==> src/rtl/dmem_responder.sv <==
// dmem_responder: data-memory responder for the 16-bit pipelined core.
// Takes one load/store at a time over valid/ready, waits LATENCY cycles,
// accesses an internal word array and returns a one-cycle response.
// The stall output holds the pipeline's Memory stage until that response.
module dmem_responder #(
  parameter int ADDR_W  = 16,
  parameter int DATA_W  = 16,
  parameter int DEPTH   = 256,
  parameter int LATENCY = 2
) (
  input  logic              clk,
  input  logic              reset,
  input  logic              req_valid,
  input  logic              req_write,
  input  logic [ADDR_W-1:0] req_addr,
  input  logic [DATA_W-1:0] req_wdata,
  output logic              req_ready,
  output logic              resp_valid,
  output logic [DATA_W-1:0] resp_rdata,
  output logic              resp_err,
  output logic              stall
);

  // Index width for the array; kept at least one bit wide.
  localparam int IDX_W = (DEPTH > 1) ? $clog2(DEPTH) : 1;

  // DEPTH widened by one bit so a DEPTH of 2**ADDR_W still compares correctly.
  localparam logic [ADDR_W:0] DEPTH_EXT = (ADDR_W + 1)'(DEPTH);

  // The counter starts at LATENCY-1, so WAIT spans exactly LATENCY cycles.
  localparam logic [3:0] CNT_INIT = 4'(LATENCY - 1);

  // Reject any LATENCY the 4-bit wait counter cannot represent.
  if (LATENCY < 1 || LATENCY > 15) begin : g_bad_latency
    $error("dmem_responder: LATENCY must be within 1..15");
  end

  typedef enum logic [1:0] {
    ST_IDLE = 2'd0,
    ST_WAIT = 2'd1,
    ST_RESP = 2'd2
  } state_t;

  // Out-of-range check on the full address. Low index bits alone would
  // alias addresses above DEPTH back into the array.
  function automatic logic addr_in_range(input logic [ADDR_W-1:0] addr);
    return ({1'b0, addr} < DEPTH_EXT);
  endfunction

  state_t              state_q, state_d;
  logic [3:0]          cnt_q, cnt_d;
  logic                wr_q, wr_d;
  logic [ADDR_W-1:0]   addr_q, addr_d;
  logic [DATA_W-1:0]   wdata_q, wdata_d;
  logic                resp_valid_q, resp_valid_d;
  logic [DATA_W-1:0]   resp_rdata_q, resp_rdata_d;
  logic                resp_err_q, resp_err_d;

  logic                addr_ok_s;
  logic [IDX_W-1:0]    mem_idx_s;
  logic [DATA_W-1:0]   mem_rd_s;
  logic                mem_we_s;

  // Word storage; contents are deliberately not cleared by reset.
  logic [DATA_W-1:0]   mem [DEPTH];

  assign addr_ok_s = addr_in_range(addr_q);
  assign mem_idx_s = addr_q[IDX_W-1:0];
  assign mem_rd_s  = mem[mem_idx_s];

  // Next-state and datapath: capture in IDLE, count down in WAIT,
  // access on the final WAIT edge, then present the response for one cycle.
  always_comb begin
    state_d      = state_q;
    cnt_d        = cnt_q;
    wr_d         = wr_q;
    addr_d       = addr_q;
    wdata_d      = wdata_q;
    resp_valid_d = resp_valid_q;
    resp_rdata_d = resp_rdata_q;
    resp_err_d   = resp_err_q;
    mem_we_s     = 1'b0;

    case (state_q)
      ST_IDLE: begin
        if (req_valid) begin
          wr_d    = req_write;
          addr_d  = req_addr;
          wdata_d = req_wdata;
          cnt_d   = CNT_INIT;
          state_d = ST_WAIT;
        end else begin
          state_d = ST_IDLE;
        end
      end

      ST_WAIT: begin
        if (cnt_q != 4'd0) begin
          cnt_d = cnt_q - 4'd1;
        end else begin
          state_d      = ST_RESP;
          resp_valid_d = 1'b1;
          if (!addr_ok_s) begin
            // Out of range: no array write, zero data, flag the error.
            resp_rdata_d = '0;
            resp_err_d   = 1'b1;
          end else if (wr_q) begin
            mem_we_s     = 1'b1;
            resp_rdata_d = '0;
            resp_err_d   = 1'b0;
          end else begin
            resp_rdata_d = mem_rd_s;
            resp_err_d   = 1'b0;
          end
        end
      end

      ST_RESP: begin
        // resp_rdata keeps its value until the next response is produced.
        state_d      = ST_IDLE;
        resp_valid_d = 1'b0;
        resp_err_d   = 1'b0;
      end

      default: begin
        state_d      = ST_IDLE;
        resp_valid_d = 1'b0;
        resp_err_d   = 1'b0;
      end
    endcase
  end

  // Control and response registers, cleared asynchronously by reset.
  always_ff @(posedge clk or negedge reset) begin
    if (!reset) begin
      state_q      <= ST_IDLE;
      cnt_q        <= 4'd0;
      wr_q         <= 1'b0;
      addr_q       <= '0;
      wdata_q      <= '0;
      resp_valid_q <= 1'b0;
      resp_rdata_q <= '0;
      resp_err_q   <= 1'b0;
    end else begin
      state_q      <= state_d;
      cnt_q        <= cnt_d;
      wr_q         <= wr_d;
      addr_q       <= addr_d;
      wdata_q      <= wdata_d;
      resp_valid_q <= resp_valid_d;
      resp_rdata_q <= resp_rdata_d;
      resp_err_q   <= resp_err_d;
    end
  end

  // Array write port. It only fires from WAIT, so a store that reset
  // interrupts before its access edge never reaches the array.
  always_ff @(posedge clk) begin
    if (mem_we_s) begin
      mem[mem_idx_s] <= wdata_q;
    end
  end

  assign req_ready  = (state_q == ST_IDLE);
  assign resp_valid = resp_valid_q;
  assign resp_rdata = resp_rdata_q;
  assign resp_err   = resp_err_q;

  // stall drops in RESP so the pipeline advances while it consumes resp_rdata.
  assign stall = ((state_q == ST_IDLE) && req_valid) || (state_q == ST_WAIT);

endmodule
==> config.mk <==
export PLATFORM = sky130hd
export DESIGN_NAME = dmem_responder
export DESIGN_NICKNAME = d
export VERILOG_FILES = /design/src/rtl/dmem_responder.sv
export SDC_FILE = /design/constraint.sdc
export NUM_CORES = 2
export LEC_CHECK = 0
export CORE_MARGIN = 10
export CORE_UTILIZATION = 55
export DETAILED_ROUTE_END_ITERATION = 8
export PLACE_DENSITY_LB_ADDON = 0.25
export SLEW_MARGIN = 10
export SYNTH_ARGS = -nofsm -noshare
export SYNTH_HDL_FRONTEND = slang
export SYNTH_SLANG_ARGS = --single-unit
==> constraint.sdc <==
create_clock -name clk -period 3.85 [get_ports clk]
set_input_delay 0.5775 -clock clk [delete_from_list [all_inputs] [get_ports clk]]
set_output_delay 0.5775 -clock clk [all_outputs]
set_load 0.03 [all_outputs]
==> results by group <==
Critical path
  • CP peak stage delay: 0.56 ns
  • RR Startpoint: addr_q[1]
  • Top delay family on crit path: compound AO/OA/AOI/OAI gates
  • Crit-path slowest cell: dfrtp_4
  • Crit-path cells: buf_12, buf_12, buf_12, mux4_2, a22oi_1, nand4_1, a2111oi_2, o311a_1, a221oi_2
  • Critical path fanouts, max: 48
  • Worst path required time: 4.67 ns
  • Buf/Inv on CP: 3
  • Crit Path Class: flop to flop
  • Endpoint class of the critical path: flop
  • FF-to-FF setup slack: -0.02 ns
  • Crit start category: flop
  • Critical Path Most Common Cell: buf_12
  • CP arrival: 4.68 ns
  • R2R Path End: resp_rdata[9]
  • R2R depth: 9
  • Critical Path Start: addr_q[1]

CTS
  • Setup Fix Bufs, Post-CTS: 0
  • CTS buffer count: 410
  • H-tree level count: 5
  • CTS tree: yes
  • CTS sink cnt: 4153
  • Clock latency on the worst-skew pair: 0.98 ns
  • Reg clk slew, reported paths: 0.06 ns
  • Clock tree buffer depth: 4
  • Clk root buf: clkbuf_16

Die
  • Core ar.: 288000 um2
  • Io pins: 56
  • Die height: 559 um
  • Width of the die: 559 um
  • Row count: 197
  • Initial Utilization: 55.4%
  • DIE AREA: 312000 um2

Timing
  • Period minus WS final: 3.87 ns
  • Fmax: 259 MHz
  • Final setup fails: 2
  • Final slew viol count: 0
  • Hold Fails Final Rpt: 0
  • RSZ-0062 raised after global routing: no
  • Fin crit share: 100%
  • Slew HR: 15.7%
  • Measured slew at the worst slew-check pin: 1.26 ns
  • Clock Skew: 0.0747 ns
  • Final WS setup: -0.0178 ns

Run status
  • Status: finished, violations left
  • Failing checks: design-rule violations, negative setup slack

Global routing
  • Initial antenna violation count: 13
  • GR Util All Layers: 25.9%
  • Overflow after GRT: 0
  • Largest net degree at the start of global routing: 155
  • Vias in the first global route: 80300
  • Global-route wire length before repair: 587000 um

Route
  • ANT nets after route: 0
  • DR WL/cell: 33.2 um
  • Drt pass-1 iters: 9
  • Initial DRC count: 11800
  • Post-Route WL: 407000 um
  • Drt drc: 1
  • Vias: 80500
  • Vias per cell: 6.56

Cells and area
  • Util after Layout: 63.1%
  • Syn-to-layout area delta: 14.1%
  • Share of cells above drive strength 1: 26.7%
  • Commonest non-fill, non-tap cell in the layout: edfxtp_1
  • Fillers: 19000
  • Fin nets: 8170
  • Design area: 182000 um2
  • Most frequent cells in the layout: 4096 x edfxtp_1, 844 x mux4_2, 493 x buf_4

Synthesis
  • Top FF cell, synth: edfxtp_1
  • Mapped Nets: 7539
  • Syn Inst Count: 7502
  • Share of Yosys cell area claimed by the top area cell type: 77.0%
  • Share of synthesized flip-flops with an asynchronous set or reset: 1.37%
  • Yosys warns: 0
  • Mean Syn Cell Area: 21.3 um2
  • Unique masters post-synth: 60
  • Mapped Area: 160000 um2
  • Yosys top cell by area: edfxtp_1
  • Number of synthesized flops with an enable pin: 4096
  • Synth Register Bits: 4153
  • Top post-synthesis cells by area: edfxtp_1 77%, mux4_2 12%, mux2i_1 2.0%
  • Sequential area share after synthesis: 77.9%

Flow run
  • Maxcap violations: 0

Min path
  • Worst Hold Class: primary input to async pin

Power and ir drop
  • Cell Pwr Density: 759 nW/um2
  • Static leakage: 57.8 nW
  • VDD IR max: 0.000698 V
  • Final Power: 138 mW

Placement
  • Placed cell area: 169000 um2
  • Final HPWL DP: 247000 um
  • Gpl congestion: 0.869
  • Port Buf Inserts: 55
==> cell families after synthesis <==
kind of cell    share of synthesized area (%)
xor+xnor                               0.0110
compound gates                           3.63
fa+ha+maj                             0.00784
buf+inv                                  1.52
simple gates                             1.93
mux                                      15.0
flops                                    77.9
==> how the worst max path moves through the flow <==
stage                           to  slack [ns]  cells past startpoint
floorplan              mem[180][0]        0.59                     11
global placement     resp_rdata[2]       -0.34                      8
detailed placement   resp_rdata[4]       -0.20                      8
CTS                 resp_rdata[11]        0.03                      7
global route           mem[146][5]       0.005                     13
finish               resp_rdata[9]       -0.02                      9
==> power breakdown <==
| group | total [mW] | leakage (nW) | switching, mW | internal, mW |
|---|---|---|---|---|
| logic | 40.4 | 13.9 | 25.9 | 14.5 |
| registers | 58.9 | 37.5 | 2.16 | 56.7 |
| clock network | 38.8 | 6.32 | 16.8 | 22.0 |
| total | 138 | 57.8 | 45.0 | 93.2 |
==> final cells by class <==
cell class	instances	area [um2]	area share [%]
sequential	4153	125000	68.4
clock inverter	230	2220	1.22
timing repair buffer	669	6670	3.66
clock buffer	523	10800	5.95
antenna	12	30.0	0.0165
multi-input combinational	2890	33100	18.2
tap	3781	4730	2.60
inverter	9	36.3	0.0199
==> registers in the layout, indices dropped and copies added (netlist names) <==
| register | cells |
|---|---|
| resp_valid | 1 |
| mem | 4096 |
| cnt_q | 4 |
| wdata_q | 16 |
| resp_err | 1 |
| resp_rdata | 16 |
| addr_q | 16 |
| wr_q | 1 |
| state_q | 2 |
==> Yosys cell counts (3+ instances only) <==
library cell / n
edfxtp_1: 4096
mux4_2: 844
nor2_1: 323
mux2i_1: 322
nand2_1: 256
a21oi_1: 219
o21ai_0: 190
clkbuf_1: 178
buf_2: 146
mux2_2: 137
a22oi_1: 98
buf_4: 79
dfrtp_1: 57
nand4_1: 48
a32oi_1: 46
nand3_1: 43
a2111oi_0: 33
o221ai_1: 33
a221oi_1: 32
a22o_1: 31
a21boi_0: 30
o22ai_1: 30
buf_6: 28
nor3_1: 22
a211oi_1: 17
buf_1: 17
a2111oi_2: 15
a21o_1: 15
a221oi_2: 15
a41oi_1: 15
o311a_1: 15
nor2b_1: 13
and2_1: 7
inv_1: 6
nand2b_1: 5
and3_1: 4
mux4_1: 4
o211ai_1: 3
==> per-layer routing <==
| layer | track usage (%) | share of wire (%) | vias up |
|---|---|---|---|
| li1 | - | - | 32700 |
| met4 | 9.87 | 4.5 | 10 |
| met1 | 37.3 | 38 | 42500 |
| met3 | 4.81 | 9.7 | 754 |
| met2 | 40.0 | 47 | 4513 |
| met5 | 0 | 0.015 | - |
==> per-stage QoR <==
stage / setup slack [ns] / cells / setup TNS (ns) / hold WS, ns
6_report: -0.0178 / 12300 / -0.0327 / 0.232
5_1_grt: 0.00472 / 12300 / 0 / 0.203
4_1_cts: 0.0338 / 12300 / 0 / 0.175
3_5_place_dp: -0.198 / 11500 / -0.381 / 0.494
3_3_place_gp: -0.335 / 11500 / -1.77 / 0.488
2_1_floorplan: 0.588 / 7502 / 0 / 0.282
==> what timing repair did <==
action	4_1_cts	5_1_grt
endpoints found under the setup margin	3	278
resized for setup	3	5
hold endpoints to repair	40	0
hold buffers	1	0
No activity file was read; power rests on OpenSTA's default activity.
